## src/rtl/ray_hit_reducer_pkg.sv

```systemverilog
// ---------------------------------------------------------------------------
// ray_hit_reducer_pkg
//   Shared types for the ray hit reducer: fixed-point distance type, the
//   per-lane HitData record, the reducer FSM state enum and small helpers.
//   fixed_t is a signed Q16.16 value; fixed_inf() is the largest positive
//   value and stands for "no hit yet".
// ---------------------------------------------------------------------------
package ray_hit_reducer_pkg;

   localparam int BVH_AABB_TEST_UNIT_SIZE = 4;
   localparam int FIXED_W                 = 32;
   localparam int PRIM_ID_W               = 16;

   typedef logic signed [FIXED_W-1:0] fixed_t;

   typedef struct packed {
      logic                 b_hit;
      fixed_t               t;
      logic [PRIM_ID_W-1:0] prim_id;
   } hit_data_t;

   typedef enum logic [2:0] {
      ST_IDLE,
      ST_ACCUM,
      ST_DRAIN,
      ST_FLUSH,
      ST_DONE
   } ray_hit_reduce_state_t;

   function automatic fixed_t fixed_inf();
      return {1'b0, {(FIXED_W-1){1'b1}}};
   endfunction

   // Signed a > b.
   function automatic logic fixed_greater(input fixed_t a, input fixed_t b);
      return a > b;
   endfunction

   function automatic hit_data_t no_hit();
      hit_data_t h;
      h.b_hit   = 1'b0;
      h.t       = fixed_inf();
      h.prim_id = '0;
      return h;
   endfunction

endpackage

```

## src/rtl/ray_hit_reducer_hit_lane_min.sv

```systemverilog
// ---------------------------------------------------------------------------
// ray_hit_reducer_hit_lane_min
//   Combinational closest-hit selection over LANES HitData entries.
//   A lane is a candidate when b_hit=1 and (if USE_TMAX) t < tmax. The
//   winner has the strictly smallest t; equal t keeps the lower lane.
//   Outputs no_hit() when there is no candidate.
// Ports
//   hits  in  hit_data_t[LANES]  lane results
//   tmax  in  fixed_t            exclusive upper bound on t (USE_TMAX=1)
//   best  out hit_data_t         selected hit
// ---------------------------------------------------------------------------
module ray_hit_reducer_hit_lane_min
   import ray_hit_reducer_pkg::*;
#(
   parameter int LANES    = BVH_AABB_TEST_UNIT_SIZE,
   parameter bit USE_TMAX = 1'b1
) (
   input  hit_data_t [LANES-1:0] hits,
   input  fixed_t                tmax,
   output hit_data_t             best
);

   always_comb begin
      // NOTE: assign a default before any condition so every path drives
      // best and no latch is inferred; blocking '=' is correct in comb logic.
      best = no_hit();
      for (int i = 0; i < LANES; i++) begin
         // Strict compare: a later lane with equal t never displaces an earlier one.
         if (hits[i].b_hit &&
             (!USE_TMAX || fixed_greater(tmax, hits[i].t)) &&
             (!best.b_hit || fixed_greater(best.t, hits[i].t))) begin
            best = hits[i];
         end
      end
   end

endmodule

```

## src/rtl/ray_hit_reducer.sv

```systemverilog
// ---------------------------------------------------------------------------
// ray_hit_reducer
//   Sequential closest-hit / any-hit reducer for one ray. Accepts a stream of
//   LANES-wide hit batches, reduces each batch into stage S1, merges S1 into
//   a running accumulator and returns one result per ray.
// Ports
//   clk, reset                 clock, asynchronous active-high reset
//   start_valid/start_ready    job request handshake (ready only in IDLE)
//   start_anyhit, start_tmax   job mode and exclusive t limit
//   in_valid/in_ready          hit batch handshake
//   in_hits, in_last           batch lanes, final-batch flag
//   terminate                  1-cycle pulse when any-hit mode found a hit
//   out_valid/out_ready        result handshake
//   out_hit, out_beats         best hit, accepted batch count (saturating)
// ---------------------------------------------------------------------------
module ray_hit_reducer
   import ray_hit_reducer_pkg::*;
#(
   parameter int LANES      = BVH_AABB_TEST_UNIT_SIZE,
   parameter int BEAT_CNT_W = 8
) (
   input  logic                  clk,
   input  logic                  reset,
   input  logic                  start_valid,
   output logic                  start_ready,
   input  logic                  start_anyhit,
   input  fixed_t                start_tmax,
   input  logic                  in_valid,
   output logic                  in_ready,
   input  hit_data_t [LANES-1:0] in_hits,
   input  logic                  in_last,
   output logic                  terminate,
   output logic                  out_valid,
   input  logic                  out_ready,
   output hit_data_t             out_hit,
   output logic [BEAT_CNT_W-1:0] out_beats
);

   ray_hit_reduce_state_t state;
   logic                  anyhit_mode;
   fixed_t                tmax_q;
   logic                  s1_valid;
   hit_data_t             s1_hit;
   hit_data_t             acc;
   hit_data_t             beat_hit;
   hit_data_t             merged_hit;
   hit_data_t [1:0]       merge_in;

   logic start_fire;
   logic in_accept;
   logic stop_anyhit;
   logic s1_load;

   assign start_fire  = start_valid && start_ready;
   assign in_accept   = in_valid && in_ready;
   // S1 only ever holds gated candidates, so b_hit alone means "hit found".
   assign stop_anyhit = (state == ST_ACCUM) && anyhit_mode && s1_valid && s1_hit.b_hit;
   // The beat accepted in the cycle any-hit stops is already a discarded one.
   assign s1_load     = in_accept && (state == ST_ACCUM) && !stop_anyhit;

   ray_hit_reducer_hit_lane_min #(
      .LANES    (LANES),
      .USE_TMAX (1'b1)
   ) u_beat_min (
      .hits (in_hits),
      .tmax (tmax_q),
      .best (beat_hit)
   );

   // Lane 0 = accumulator, so an equal-t S1 hit keeps the earlier beat.
   assign merge_in[0] = acc;
   assign merge_in[1] = s1_hit;

   ray_hit_reducer_hit_lane_min #(
      .LANES    (2),
      .USE_TMAX (1'b0)
   ) u_merge_min (
      .hits (merge_in),
      .tmax (fixed_inf()),
      .best (merged_hit)
   );

   assign out_hit = acc;

   // Control FSM with registered handshake outputs.
   always_ff @(posedge clk or posedge reset) begin
      if (reset) begin
         state       <= ST_IDLE;
         start_ready <= 1'b1;
         in_ready    <= 1'b0;
         out_valid   <= 1'b0;
         terminate   <= 1'b0;
         anyhit_mode <= 1'b0;
         tmax_q      <= '0;
      end else begin
         // NOTE: non-blocking '<=' in clocked blocks so every register samples
         // pre-edge values regardless of statement order.
         terminate <= 1'b0;
         case (state)
            ST_IDLE: begin
               if (start_fire) begin
                  anyhit_mode <= start_anyhit;
                  tmax_q      <= start_tmax;
                  start_ready <= 1'b0;
                  in_ready    <= 1'b1;
                  state       <= ST_ACCUM;
               end
            end
            ST_ACCUM: begin
               terminate <= stop_anyhit;
               if (in_accept && in_last) begin
                  in_ready <= 1'b0;
                  state    <= ST_FLUSH;
               end else if (stop_anyhit) begin
                  state <= ST_DRAIN;
               end
            end
            ST_DRAIN: begin
               if (in_accept && in_last) begin
                  in_ready <= 1'b0;
                  state    <= ST_FLUSH;
               end
            end
            ST_FLUSH: begin
               out_valid <= 1'b1;
               state     <= ST_DONE;
            end
            ST_DONE: begin
               if (out_ready) begin
                  out_valid   <= 1'b0;
                  start_ready <= 1'b1;
                  state       <= ST_IDLE;
               end
            end
            default: begin
               in_ready    <= 1'b0;
               out_valid   <= 1'b0;
               start_ready <= 1'b1;
               state       <= ST_IDLE;
            end
         endcase
      end
   end

   // Datapath: S1 stage, accumulator merge, beat counter.
   always_ff @(posedge clk or posedge reset) begin
      if (reset) begin
         // NOTE: the payload registers are reset as well; out_hit is a port
         // that must read as "no hit" straight out of reset.
         s1_valid  <= 1'b0;
         s1_hit    <= no_hit();
         acc       <= no_hit();
         out_beats <= '0;
      end else begin
         if (start_fire) begin
            acc       <= no_hit();
            out_beats <= '0;
         end else begin
            if (s1_valid) begin
               acc <= merged_hit;
            end
            if (in_accept && (out_beats != '1)) begin
               out_beats <= out_beats + BEAT_CNT_W'(1);
            end
         end
         s1_valid <= s1_load;
         if (s1_load) begin
            s1_hit <= beat_hit;
         end
      end
   end

endmodule

```

## config.mk

```make
export PLATFORM = sky130hd
export DESIGN_NAME = ray_hit_reducer
export DESIGN_NICKNAME = d
export VERILOG_FILES = /design/src/rtl/ray_hit_reducer_pkg.sv /design/src/rtl/ray_hit_reducer_hit_lane_min.sv /design/src/rtl/ray_hit_reducer.sv
export SDC_FILE = /design/constraint.sdc
export NUM_CORES = 1
export LEC_CHECK = 0
export CAP_MARGIN = 20
export CORE_MARGIN = 2
export CORE_UTILIZATION = 40
export CTS_CLUSTER_DIAMETER = 50
export DETAILED_ROUTE_END_ITERATION = 6
export PLACE_DENSITY = 0.66
export SETUP_SLACK_MARGIN = 0.1
export SLEW_MARGIN = 20
export SYNTH_ARGS = -nofsm -noshare
export SYNTH_HDL_FRONTEND = slang
export SYNTH_SLANG_ARGS = --single-unit
```

## constraint.sdc

```tcl
create_clock -name clk -period 13.5 [get_ports clk]
set_input_delay 1.35 -clock clk [delete_from_list [all_inputs] [get_ports clk]]
set_output_delay 1.35 -clock clk [all_outputs]
set_load 0.01 [all_outputs]
```

=== After elaboration in Yosys (flattened, before gate mapping) ===
Cells that the tools add are included.

* Register bits: 147
* Latch bits: 0
* Bits in writable memories: 0
* ROM bits: 0
* Bits of input ports: 235
* Word-level logic and storage cells: 102
* Memories kept: 0

* Add/subtract/negate cells: 1
* Multipliers: 0
* Divide/modulo/power cells: 0
* $lt $le $gt $ge: 8
* Equal/unequal tests: 11
* Shift operators: 0
* Mux-type cells: 25
* Bitwise logic cells: 3
* Reductions and logical operators: 39

{| class="wikitable"
|+ Operators by type and width
! cell !! count
|-
| 49-bit two-way mux || 8
|-
| 32-bit greater-than comparator || 8
|-
| 1-bit logical AND || 17
|-
| 8-bit two-way mux || 2
|-
| 3-bit two-way mux || 5
|-
| 3-bit one-hot mux with 5 select lines || 1
|-
| 1-bit one-hot mux with 3 select lines || 3
|-
| 8-bit by 1-bit adder with 8-bit output (second input constant) || 1
|-
| 8-bit inequality test (second input constant) || 1
|-
| 3-bit by 2-bit == test with 1-bit output (second input constant) || 2
|-
| 1-bit two-way mux || 6
|-
| 2-bit inequality test (second input constant) || 3
|-
| 2-bit AND reduction || 3
|-
| 3-bit AND reduction || 2
|-
| 3-bit OR reduction || 2
|-
| 1-bit zero test || 5
|-
| 1-bit logical OR || 4
|-
| 4-bit AND reduction || 1
|-
| 2-bit nonzero test || 2
|-
| 2-bit OR reduction || 2
|-
| 3-bit by 1-bit == test with 1-bit output (second input constant) || 1
|-
| 3-bit == test (second input constant) || 1
|-
| 3-bit zero test || 1
|-
| 3-bit by 1-bit inequality test with 1-bit output (second input constant) || 1
|-
| 3 further kinds || 5
|}

=== Depth between registers and ports, before layout ===
* Word-level depth: 15
* Depth in mapped cells: 47

=== Modules after synthesis ===
A second synthesis with hierarchy kept.

* Cells, all modules: 1863
* Area, all modules: 16751.1 sq um

{| class="wikitable"
|+ By module, submodules not included
! module !! times used !! cells each !! area each (sq um) !! seq. area each (sq um)
|-
| ray_hit_reducer_hit_lane_min (u_beat_min) || 1 || 1079 || 8281.7 || 0.0
|-
| ray_hit_reducer || 1 || 472 || 6533.8 || 3757.4
|-
| ray_hit_reducer_hit_lane_min (u_merge_min) || 1 || 312 || 1935.6 || 0.0
|}

=== Least setup slack after synthesis ===
No wires, ideal clock.

* Path kind: input to register
* From: input in_hits[35] in the netlist's numbering
* To: register s1_hit, in the netlist merge_in[49]
* Setup time: 0.077 ns
* Arrival: 10.710 ns
* Required time: 13.423 ns
* Setup slack: 2.712 ns
* Stages: 47
* Path buffers: 7
* Cells stage by stage: inv_1 > ha_1 > a21oi_1 > o21ai_1 > a221o_1 > a2111o_1 > or4b_1 > nand2_1 > clkbuf_1 > nand2_1 > ha_1 > a21o_1 > nand3_1 > a211oi_1 > or4b_2 > a2111oi_2 > mux2_2 > o21ai_1 > [... 11 more ...] > nor2b_2 > buf_6 > buf_2 > buf_2 > o22ai_1 > ha_1 > a21o_1 > a21oi_1 > nor2b_1 > o31ai_1 > o211ai_1 > or3_1 > o311ai_0 > and2_1 > clkbuf_1 > clkbuf_1 > a21oi_1 > a21oi_1

* Cells in the longest elaborated chain, start to end: 15

{| class="wikitable"
|+ Ends and longest elaborated chain
! item !! line !! RTL
|-
| start: declaration || ray_hit_reducer.sv:30 || <nowiki>input hit_data_t [LANES-1:0] in_hits,</nowiki>
|-
| 32-bit greater-than comparator || ray_hit_reducer_pkg.sv:36 || <nowiki>return a > b;</nowiki>
|-
| 1-bit logical AND || ray_hit_reducer_hit_lane_min.sv:29 || <nowiki>if (hits[i].b_hit &&</nowiki>
|-
| 49-bit two-way mux * || ray_hit_reducer_hit_lane_min.sv:29 ||
|-
| 32-bit greater-than comparator or 1-bit zero test (tied branches) || ray_hit_reducer_pkg.sv:36, ray_hit_reducer_hit_lane_min.sv:31 ||
|-
| 1-bit logical OR || ray_hit_reducer_hit_lane_min.sv:31 || <nowiki>(!best.b_hit || fixed_greater(best.t, hits[i].t))) begin</nowiki>
|-
| 1-bit logical AND || ray_hit_reducer_hit_lane_min.sv:30 || <nowiki>(!USE_TMAX || fixed_greater(tmax, hits[i].t)) &&</nowiki>
|-
| 49-bit two-way mux * || ray_hit_reducer_hit_lane_min.sv:29 ||
|-
| 32-bit greater-than comparator or 1-bit zero test (tied branches) || ray_hit_reducer_pkg.sv:36, ray_hit_reducer_hit_lane_min.sv:31 ||
|-
| 1-bit logical OR || ray_hit_reducer_hit_lane_min.sv:31 ||
|-
| 1-bit logical AND || ray_hit_reducer_hit_lane_min.sv:30 ||
|-
| 49-bit two-way mux * || ray_hit_reducer_hit_lane_min.sv:29 ||
|-
| 32-bit greater-than comparator or 1-bit zero test (tied branches) || ray_hit_reducer_pkg.sv:36, ray_hit_reducer_hit_lane_min.sv:31 ||
|-
| 1-bit logical OR || ray_hit_reducer_hit_lane_min.sv:31 ||
|-
| 1-bit logical AND || ray_hit_reducer_hit_lane_min.sv:30 ||
|-
| 49-bit two-way mux * || ray_hit_reducer_hit_lane_min.sv:29 ||
|-
| end signal: assignment || ray_hit_reducer.sv:151 || <nowiki>s1_hit <= no_hit();</nowiki>
|-
| end signal: assignment || ray_hit_reducer.sv:168 || <nowiki>s1_hit <= beat_hit;</nowiki>
|-
| end: declaration || ray_hit_reducer.sv:43 || <nowiki>hit_data_t s1_hit;</nowiki>
|}

Every way passes the cells marked *; elsewhere a longest branch is shown, timed or not.
A chain may end at the register's enable or synchronous reset.

=== Worst setup path in the final report ===
* From: input in_hits[35] in the netlist's numbering
* To: register s1_hit, in the netlist merge_in[65]

The elaborated chain is that of the path after synthesis.

==> run metrics <==
Synth warnings 0; # clock sinks 147; slowest CP cell buf_4; # hold bufs at CTS 0; total power 3.957 mW; DIE AREA between 30000 and 40000 um2; Initial Util 0.4035; Antenna Violating Nets Remaining 0; Max Clk Rate approximately 81 MHz; CP max stage delay approximately 0.7 ns; post-CTS sizing 0; Cells after DPL approximately 2300; CTS tree done; reg2reg setup slack 2.14 ns; Post-synth EDFFs 0; DRT Pass-1 Iters 7; H-tree Lvls 4; min Tclk post-route 12.35 ns; largest net degree at the start of global routing 86; CP Buf/Inv Count 6; Worst-path clk slew 0.07 ns; unrepaired setup endpoints after global routing no; Synth area leaders ha_1 23%, dfrtp_1 15%, dfstp_2 12%; reg-to-reg endpoint merge_in[65]; Synth Area in Adders 0.2257; Tcrit/Tclk final 0.9149; Compound-Gate Fraction of Synth Area 0.2469; Clk Latency, worst-skew pair ~0.44 ns; crit path DAT roughly 13 ns; port bufs between 200 and 300; VDD IR max roughly 0.11 mV; worst-margin pin slew between 0.8 and 0.9 ns; crit-path max FO slightly below 80; number of global-route vias before repair between 10000 and 15000; Row Count 69; mux contribution to synthesized area 0.02749; Synth Instances 1640; post-synth top area share 0.2257; area leader, netlist ha_1; cell with the most instances after synthesis ha_1; Max Buffers Root-to-Sink 2; Layout Skew 0.01036 ns; Min-Delay Path Class flop to flop; Most common cell on crit path ha_1; Area growth, synth to finish 25.44%; Netlist cell types between 60 and 70; hpwl dp around 39000 um; Tot GR Track Use 0.2542; via count between 10000 and 15000; family with the most delay on the worst path compound AO/OA/AOI/OAI gates; first-pass GRT wire length slightly above 70000 um; Slew HR 0.4460; FF+latch area around 3800 um2; post-synthesis xor/xnor area fraction 0.004303; critical path required time 13.87 ns; Synth Net Count 2132; Via density between 5 and 6; last element of the critical path merge_in[65]; Die X 192.7 um; Post-CTS Setup Inserts 0; status completed; Levels on crit path between 40 and 50; Avg Synthesized Cell Area around 8.7 um2; cell area after synthesis 14250 um2; element type at the critical path end flop; CTS Buf Count 17; crit path from in_hits[35]; Seq/Total Area, Yosys 0.2637; WL final 47230 um; largest family of logic cells by synthesized area compound AO/OA/AOI/OAI gates; max_cap viols 0; Die Span Y between 150 and 200 um; Synth Area in Simple Gates 0.1298; gr ovfl total 0; Post-synth ARST share 1.000; Power Density around 220 nW/um2; Setup TNS 0 ns; Final Instance Count excl. Fillers roughly 2300; prevailing post-synth register cell dfrtp_1; most instantiated cells after synthesis 257 x ha_1, 199 x inv_1, 135 x a21oi_1, 122 x nand2_1, 84 x dfrtp_1; R2R cell count 40; register bit total from synthesis ~150; Avg WL per Cell between 20 and 25 um; Worst setup SP type input pin; Slew Viols, Final 0; Fillers about 3300; CTS root buf clkbuf_16; reg2reg start tmax_q[19]; Routability Congestion ~0.92; antenna violations before repair 2; fraction of layout cells with a size suffix above 1 0.09646; area of the multi-input gates 9070 um2; final setup violation count 0; final hold violation count 0; DRC violations left 0; # diodes 0; Post-layout nets ~2300; Ports between 200 and 300; kind of critical path input pin to flop; Lkg Pwr 8.033 nW; Initial DRC Count 978; Core Region about 35000 um2
[where the power goes]
| group | internal, mW | switching, mW | leakage [nW] | total, mW |
|---|---|---|---|---|
| Clock | 0.254 | 0.210 | 0.277 | 0.463 |
| Sequential | 0.722 | 0.213 | 1.70 | 0.935 |
| Combinational | 1.17 | 1.39 | 6.05 | 2.56 |
[how the worst min path moves through the flow]
stage / to / cells past startpoint / start / slack (ns)
after floorplan: out_hit[47] / 1 / merge_in[96] / 0.47
after global placement: start_ready / 2 / start_ready / 0.47
after detailed placement: start_ready / 2 / start_ready / 0.48
after CTS: out_hit[0] / 1 / merge_in[49] / 0.49
after global routing: out_hit[0] / 1 / merge_in[49] / 0.50
final: out_hit[0] / 1 / merge_in[49] / 0.48
[cell type report]
cell class | instances | share of cell area
clock inverters | 11 | 0.005110
clock buffers | 21 | 0.02632
well taps | 461 | 0.03227
multi-input cells | 1171 | 0.5075
repair buffers | 317 | 0.1765
flip-flops and latches | 147 | 0.2102
inverters | 199 | 0.04207
[state kept, by name (all words and copies together) (netlist names)]
register / cells
merge_in: 49
in_ready: 1
out_hit: 49
tmax_q: 32
start_ready: 1
anyhit_mode: 1
out_beats: 8
terminate: 1
s1_valid: 1
out_valid: 1
state: 3
[through the flow]
stage | cell area, um2 | hold slack [ns] | utilization | worst slack [ns]
floorplan | 14250 | 0.4661 | - | 2.712
global placement | 17290 | 0.4717 | 0.4897 | 1.052
detailed placement | 17310 | 0.4788 | 0.4903 | 0.8756
CTS | 17870 | 0.4873 | 0.5062 | 1.285
global route | 17870 | 0.5032 | 0.5062 | 0.3870
finish | 17870 | 0.4840 | 0.5062 | 1.149
[cell usage in the layout, fill, tap and decap left out, types with 6 or more instances in the layout]
cell and instances:
clkdlybuf4s50_1 295, ha_1 257, inv_1 197, a21oi_1 135, nand2_1 121, dfrtp_1 84, o22ai_1 83, dfstp_2 63
nor2_1 59, o21ai_0 59, nand4_1 55, nand2b_1 46, a21o_1 41, a22o_1 34, mux2_2 33, a2bb2oi_1 30
o221a_1 25, nand3_1 22, o221ai_1 20, buf_4 19, clkbuf_16 17, nor2b_1 14, nor3_1 12, a211oi_1 10
o211ai_1 10, o221a_2 9, o22ai_2 9, and4_1 6, and2_1 6
[cells by family (layout without fill, tap and decap cells)]
family,after synthesis,count (layout)
multiplexers,35,35
flip-flops,147,147
XOR/XNOR,7,7
AND/OR/NAND/NOR,368,368
buffers and inverters,322,548
adder cells (fa/ha/maj),257,257
AO/OA/AOI/OAI,504,504
[layer usage]
metal,track usage,up-vias,routed length [um]
met5,0,-,18
met3,0.04237,69,2766
met2,0.4060,435,21460
met4,0.07692,4,1246
met1,0.3504,6410,21750
li1,-,6405,-
Power figures use the tool's default switching activity.
